## src/rtl/irq_nest_ctrl.sv

```systemverilog
`default_nettype none
// ============================================================================
//  Module   : irq_nest_ctrl
//  Purpose  : Nesting interrupt controller that sits between peripheral
//             request lines and the cpu core. It edge-detects and latches
//             requests, picks one by fixed priority (index 0 highest), and
//             issues one-cycle take pulses with a per-source vector. A stack
//             of active sources lets only strictly higher-priority sources
//             preempt a running handler. IRET underflow and nesting overflow
//             are reported as sticky flags.
//  Ports    : i_clk / i_rst        clock, async active-high reset
//             i_irq                level request lines
//             i_mask_we/_wdata     enable-mask write port
//             i_err_clr            clears sticky error flags
//             i_int_en, i_ready    cpu global enable / ready to accept
//             i_iret               one pulse per IRET from the cpu
//             o_irq_take           one-cycle take pulse
//             o_irq_vector         vector of last taken source
//             o_in_irq, o_depth    nesting status
//             o_cur_src            source on top of the stack
//             o_pending, o_mask    latched pending bits, current mask
//             o_underflow          sticky IRET-at-depth-0 flag
//             o_overflow           sticky blocked-by-full-stack flag
//  Revision : 1.0  initial release
// ============================================================================
module irq_nest_ctrl #(
  parameter int               N_SRC      = 8,
  parameter int               DEPTH      = 4,
  parameter logic [15:0]      VEC_BASE   = 16'h0020,
  parameter logic [15:0]      VEC_STRIDE = 16'h0004,
  parameter logic [N_SRC-1:0] MASK_RST   = {N_SRC{1'b1}},
  localparam int              SW         = $clog2(N_SRC),
  localparam int              DW         = $clog2(DEPTH + 1)
) (
  input  logic             i_clk,
  input  logic             i_rst,
  input  logic [N_SRC-1:0] i_irq,
  input  logic             i_mask_we,
  input  logic [N_SRC-1:0] i_mask_wdata,
  input  logic             i_err_clr,
  input  logic             i_int_en,
  input  logic             i_ready,
  input  logic             i_iret,
  output logic             o_irq_take,
  output logic [15:0]      o_irq_vector,
  output logic             o_in_irq,
  output logic [DW-1:0]    o_depth,
  output logic [SW-1:0]    o_cur_src,
  output logic [N_SRC-1:0] o_pending,
  output logic [N_SRC-1:0] o_mask,
  output logic             o_underflow,
  output logic             o_overflow
);

  typedef enum logic [1:0] {
    ST_ARB  = 2'd0,
    ST_TAKE = 2'd1,
    ST_WAIT = 2'd2
  } state_t;

  state_t           state_q;
  logic [N_SRC-1:0] prev_q;
  logic [N_SRC-1:0] pending_q, pending_d;
  logic [N_SRC-1:0] mask_q;
  logic [SW-1:0]    stack_q [DEPTH];
  logic [DW-1:0]    depth_q, depth_d;
  logic [SW-1:0]    cur_src_q, cur_src_d;
  logic             in_irq_q;
  logic             take_q;
  logic [15:0]      vector_q;
  logic             underflow_q, overflow_q;

  logic [N_SRC-1:0] w_avail;
  logic [N_SRC-1:0] w_clr;
  logic             w_found;
  logic [SW-1:0]    w_win;
  logic             w_ovf;
  logic             w_take;
  logic             w_pop;
  logic [SW-1:0]    w_below;
  logic [15:0]      w_vector;

  always_comb begin
    w_avail = pending_q & mask_q & {N_SRC{i_int_en & i_ready}};
    w_found = 1'b0;
    w_win   = '0;
    w_ovf   = 1'b0;
    // Ascending scan keeps the lowest eligible index. A candidate that passes
    // the priority test but meets a full stack only raises the overflow flag.
    for (int k = 0; k < N_SRC; k++) begin
      if (w_avail[k] && (depth_q == '0 || SW'(k) < cur_src_q)) begin
        if (depth_q == DW'(DEPTH)) begin
          w_ovf = 1'b1;
        end else if (!w_found) begin
          w_found = 1'b1;
          w_win   = SW'(k);
        end
      end
    end

    // A take is held off while an IRET is in flight so push and pop never
    // share an edge.
    w_take   = (state_q == ST_ARB) && w_found && !i_iret;
    w_pop    = i_iret && (depth_q != '0);
    w_clr    = w_take ? ({{(N_SRC-1){1'b0}}, 1'b1} << w_win) : '0;
    w_vector = VEC_BASE + 16'(w_win) * VEC_STRIDE;

    // Entry just below the current top becomes the new top after a pop.
    w_below = '0;
    for (int i = 0; i < DEPTH; i++) begin
      if (int'(depth_q) >= 2 && i == int'(depth_q) - 2) begin
        w_below = stack_q[i];
      end
    end

    // Set wins over the take-clear on the same bit.
    pending_d = (pending_q & ~w_clr) | (i_irq & ~prev_q);

    depth_d   = depth_q;
    cur_src_d = cur_src_q;
    if (w_take) begin
      depth_d   = depth_q + DW'(1);
      cur_src_d = w_win;
    end else if (w_pop) begin
      depth_d   = depth_q - DW'(1);
      cur_src_d = w_below;
    end
  end

  always_ff @(posedge i_clk or posedge i_rst) begin
    if (i_rst) begin
      state_q     <= ST_ARB;
      prev_q      <= '0;
      pending_q   <= '0;
      mask_q      <= MASK_RST;
      for (int i = 0; i < DEPTH; i++) begin
        stack_q[i] <= '0;
      end
      depth_q     <= '0;
      cur_src_q   <= '0;
      in_irq_q    <= 1'b0;
      take_q      <= 1'b0;
      vector_q    <= 16'h0000;
      underflow_q <= 1'b0;
      overflow_q  <= 1'b0;
    end else begin
      prev_q    <= i_irq;
      pending_q <= pending_d;
      if (i_mask_we) begin
        mask_q <= i_mask_wdata;
      end

      case (state_q)
        ST_ARB: begin
          if (w_take) begin
            state_q  <= ST_TAKE;
            take_q   <= 1'b1;
            vector_q <= w_vector;
          end
        end
        ST_TAKE: begin
          take_q  <= 1'b0;
          state_q <= ST_WAIT;
        end
        ST_WAIT: begin
          state_q <= ST_ARB;
        end
        default: begin
          take_q  <= 1'b0;
          state_q <= ST_ARB;
        end
      endcase

      if (w_take) begin
        for (int i = 0; i < DEPTH; i++) begin
          if (i == int'(depth_q)) begin
            stack_q[i] <= w_win;
          end
        end
      end
      depth_q   <= depth_d;
      cur_src_q <= cur_src_d;
      in_irq_q  <= (depth_d != '0);

      if (i_iret && depth_q == '0) begin
        underflow_q <= 1'b1;
      end else if (i_err_clr) begin
        underflow_q <= 1'b0;
      end

      if (state_q == ST_ARB && w_ovf) begin
        overflow_q <= 1'b1;
      end else if (i_err_clr) begin
        overflow_q <= 1'b0;
      end
    end
  end

  assign o_irq_take   = take_q;
  assign o_irq_vector = vector_q;
  assign o_in_irq     = in_irq_q;
  assign o_depth      = depth_q;
  assign o_cur_src    = cur_src_q;
  assign o_pending    = pending_q;
  assign o_mask       = mask_q;
  assign o_underflow  = underflow_q;
  assign o_overflow   = overflow_q;

endmodule
`default_nettype wire

```

## config.mk

```make
export PLATFORM = sky130hd
export DESIGN_NAME = irq_nest_ctrl
export DESIGN_NICKNAME = d
export VERILOG_FILES = /design/src/rtl/irq_nest_ctrl.sv
export SDC_FILE = /design/constraint.sdc
export NUM_CORES = 1
export LEC_CHECK = 0
export BUFFER_PORTS_ARGS = -buffer_cell sky130_fd_sc_hd__buf_2
export CORE_MARGIN = 5
export CORE_UTILIZATION = 45
export DETAILED_ROUTE_END_ITERATION = 12
export GPL_TIMING_DRIVEN = 0
export PLACE_DENSITY = 0.79
export SLEW_MARGIN = 20
export SYNTH_ARGS = -nofsm -noshare
export SYNTH_HDL_FRONTEND = slang
export SYNTH_SLANG_ARGS = --single-unit
export TNS_END_PERCENT = 100
```

## constraint.sdc

```tcl
create_clock -name i_clk -period 5 [get_ports i_clk]
set_input_delay 0 -clock i_clk [delete_from_list [all_inputs] [get_ports i_clk]]
set_output_delay 0 -clock i_clk [all_outputs]
set_load 0.1 [all_outputs]
```

==> metrics.log <==
[metrics] count of cells along the worst register-to-register path: 11
[metrics] post-synthesis register bit count: 52
[metrics] hold crit path type: input pin to register
[metrics] synthesized instance count: 258
[metrics] average footprint of a synthesized cell: 10.6 um^2
[metrics] antenna violations before repair: 0
[metrics] peak clock frequency supported by timing: 0.314 GHz
[metrics] average wire per cell in the routed design: 16.0 um
[metrics] leakage power: 1.67 nW
[metrics] detailed router's first-iteration violation count: 155
[metrics] post-layout power: 1.95 mW
[metrics] detail-routed via count per cell: 5.45
[metrics] share of the clock period used by the worst path: 63.7%
[metrics] Pre-Repair DR Iteration Count: 5
[metrics] PD cells: 571 nW/um^2
[metrics] max capacitance violation total: 0
[metrics] Worst Hold End: o_underflow
[metrics] standard-cell rows: 28
[metrics] placer's final routability congestion estimate: 0.896
[metrics] beginning of the worst hold path: i_iret
[metrics] IO Port Bufs: 50
[metrics] Netlist Area Pre-Place: 2730 um^2
[metrics] setup TNS: 0 ns
[metrics] share of synthesized flip-flops with an asynchronous set or reset: 100%
[metrics] number of hold-slack violations in the final timing report: 0
[metrics] top fanout value on the critical path: 10
[metrics] Die X-Extent: 87.9 um
[metrics] nets: 375
[metrics] overall die height: 87.9 um
[metrics] wire length of the first global-routing pass: 11200 um
[metrics] TritonCTS sink count: 52
[metrics] Yosys Warn Count: 0
[metrics] class of the most critical setup path: register to register
[metrics] clock latency on the worst-skew pair: 0.30 ns
[metrics] Post-Route Skew: 0.00344 ns
[metrics] share of the yosys chip area belonging to registers: 48.0%
[metrics] Syn-to-layout area delta: 25.1%
[metrics] Worst-Margin Slew: 0.707 ns
[metrics] CTS root buf: sky130_fd_sc_hd__clkbuf_8
[metrics] number of buffers inserted during clock tree synthesis: 5
[metrics] Min Clock Period, post-route: 3.18 ns
[metrics] detailed-route DRC error count: 0
[metrics] worst hold margin: 0.174 ns
[metrics] core area: 5920 um^2
[metrics] total routing usage reported by global routing: 18.5%
[metrics] count of instances resized after the clock tree is built: 0
[metrics] post-detailed-routing wire length: 6730 um
[metrics] area enclosed by the die boundary: 7730 um^2
[metrics] outcome: finished clean
[metrics] RR Startpoint: o_depth[0]
[metrics] # setup viols final: 0
[metrics] Inserted Diodes: 0
[metrics] maximum number of pins on one net before global-route repair: 30
[metrics] Pins Over Slew Limit: 0
[metrics] top post-synthesis cells by count: 44 x sky130_fd_sc_hd__dfrtp_1, 26 x sky130_fd_sc_hd__nand2_1, 21 x sky130_fd_sc_hd__mux2_2
[metrics] Worst Path Arrival: 3.33 ns
[metrics] kind of end point of the critical path: register
[metrics] number of H-tree levels: 2
[metrics] top-area cell type share of the netlist area: 40.3%
[metrics] startpoint type of the worst setup path: register
[metrics] headroom to the max-slew limit: 52.5%
[metrics] Max Buffers Root-to-Sink: 2
[metrics] final global-route overflow total: 0
[metrics] RSZ-0062 raised after global routing: false
[metrics] flip-flop cell with the highest count after synthesis: sky130_fd_sc_hd__dfrtp_1
[metrics] critical path startpoint: o_depth[0]
[metrics] clock tree from TritonCTS: done
[metrics] number of enable flip-flop cells after synthesis: 0
[metrics] WP data required: 5.15 ns
[metrics] most common cell in the netlist: sky130_fd_sc_hd__dfrtp_1
[metrics] top cells by area, synth: sky130_fd_sc_hd__dfrtp_1 40%, sky130_fd_sc_hd__mux2_2 8.7%, sky130_fd_sc_hd__dfstp_2 7.7%, sky130_fd_sc_hd__buf_4 3.6%, sky130_fd_sc_hd__nand2_1 3.6%
[metrics] via count of the first global-routing pass: 2238
[metrics] initial core utilization: 46.1%
[metrics] HPWL after detailed placement: 5000 um
[metrics] capturing point of the worst reg2reg path: o_pending[5]
[metrics] Min-Delay Path Depth: 3
[metrics] Reg clk slew, reported paths: 0.09 ns
[metrics] via count: 2295
[metrics] slack of the worst reg-to-reg path: 1.82 ns
[metrics] IO Count: 65
[metrics] largest voltage drop on the vdd net: 0.400 mV
[metrics] largest area contributor in the netlist: sky130_fd_sc_hd__dfrtp_1
[metrics] layout cell share with drive strength beyond 1: 31.8%
[metrics] count of distinct cell types in the synthesized netlist: 56
[metrics] post-route ant nets: 0
==> registers in the layout (all words and copies together), names as in the netlist <==
register / cells
stack_q: 12
o_in_irq: 1
state_q: 2
o_irq_vector: 4
o_irq_take: 1
o_depth: 3
o_pending: 8
o_overflow: 1
prev_q: 8
o_mask: 8
o_underflow: 1
o_cur_src: 3
==> worst max-delay path, stage by stage, from the launching register on <==
cell and delay [ns]:
sky130_fd_sc_hd__dfrtp_1 0.46, sky130_fd_sc_hd__inv_1 0.16, sky130_fd_sc_hd__ha_1 0.19, sky130_fd_sc_hd__buf_6 0.15, sky130_fd_sc_hd__nand2b_1 0.13, sky130_fd_sc_hd__buf_4 0.21, sky130_fd_sc_hd__nor3_2 0.44, sky130_fd_sc_hd__a21oi_1 0.09
sky130_fd_sc_hd__nor4_1 0.28, sky130_fd_sc_hd__o21a_1 0.21, sky130_fd_sc_hd__clkbuf_1 0.48, sky130_fd_sc_hd__o221ai_1 0.23
==> through the flow <==
stage / utilization, % / instance area [um^2] / setup slack [ns] / std cells
global route: 57.7 / 3420 / 1.60 / 421
detailed placement: 53.0 / 3140 / 1.84 / 395
CTS: 57.7 / 3420 / 1.83 / 421
global placement: 52.6 / 3120 / 1.95 / 394
floorplan: - / 2770 / 1.44 / 269
finish: 57.7 / 3420 / 1.82 / 421
==> layer usage <==
layer  wire length (um)  vias up  GRT usage [%]
li1                   -     1081              -
met1               2920     1098           25.5
met2               3150      110           30.6
met3                598        6           3.20
met4                 59        0           3.77
met5                  0        -              0
==> cell type report <==
class | instances | area, um^2
inverters | 21 | 78.8
well taps | 75 | 93.8
plain buffers | 19 | 128
fillers | 495 | 2500
clock buffers | 8 | 100
multi-input cells | 177 | 1250
repair buffers | 69 | 450
flip-flops and latches | 52 | 1310
==> cell families after synthesis <==
logic type / Yosys count / share of synthesized area [%]
compound gates: 62 / 17.3
xor+xnor: 1 / 0.321
fa+ha+maj: 7 / 3.21
buf+inv: 40 / 7.56
flops: 52 / 48.0
mux: 26 / 10.5
other cells: 1 / 0.137
simple gates: 69 / 13.0
==> cell usage in the layout, fill, tap and decap left out, types with 2 or more instances in the layout <==
cell                            count
sky130_fd_sc_hd__a211o_1            2
sky130_fd_sc_hd__a211oi_1           2
sky130_fd_sc_hd__a21oi_1           12
sky130_fd_sc_hd__a221o_1            3
sky130_fd_sc_hd__a311oi_1           2
sky130_fd_sc_hd__and2_1             2
sky130_fd_sc_hd__and4_1             3
sky130_fd_sc_hd__buf_2             50
sky130_fd_sc_hd__buf_4             13
sky130_fd_sc_hd__clkbuf_1           6
sky130_fd_sc_hd__clkbuf_8           7
sky130_fd_sc_hd__conb_1            12
sky130_fd_sc_hd__dfrtp_1           44
sky130_fd_sc_hd__dfstp_2            8
sky130_fd_sc_hd__dlygate4sd3_1     18
sky130_fd_sc_hd__ha_1               7
sky130_fd_sc_hd__inv_1             19
sky130_fd_sc_hd__inv_2              2
sky130_fd_sc_hd__mux2_2            21
sky130_fd_sc_hd__mux2i_1            5
sky130_fd_sc_hd__nand2_1           26
sky130_fd_sc_hd__nand2b_1           3
sky130_fd_sc_hd__nand3_1            3
sky130_fd_sc_hd__nand4_1            2
sky130_fd_sc_hd__nor2_1            11
sky130_fd_sc_hd__nor2b_1            3
sky130_fd_sc_hd__nor3_1             5
sky130_fd_sc_hd__o211ai_1           4
sky130_fd_sc_hd__o21a_1             3
sky130_fd_sc_hd__o21ai_0           12
sky130_fd_sc_hd__o221ai_1           3
sky130_fd_sc_hd__o31ai_1            2
sky130_fd_sc_hd__o41ai_1            2
sky130_fd_sc_hd__or3_1              3
==> what timing repair did <==
item,in CTS,in global routing
endpoints found under the hold margin,40,0
setup buffers,0,0
hold buffers,18,0
==> where the power goes <==
part	switching [mW]	total [mW]	internal [mW]	leakage (nW)
Clock	0.129	0.255	0.126	0.0515
Combinational	0.825	1.10	0.274	1.00
Sequential	0.0776	0.596	0.518	0.616
Total	1.03	1.95	0.919	1.67
==> worst max-delay path by stage <==
stage	endpoint	slack, ns	cells past startpoint
finish	o_pending[5]	1.82	11
global route	o_pending[5]	1.60	11
CTS	o_pending[5]	1.83	11
detailed placement	o_pending[5]	1.84	11
floorplan	o_in_irq	1.44	10
global placement	o_in_irq	1.95	11
Power figures use the tool's default switching activity.
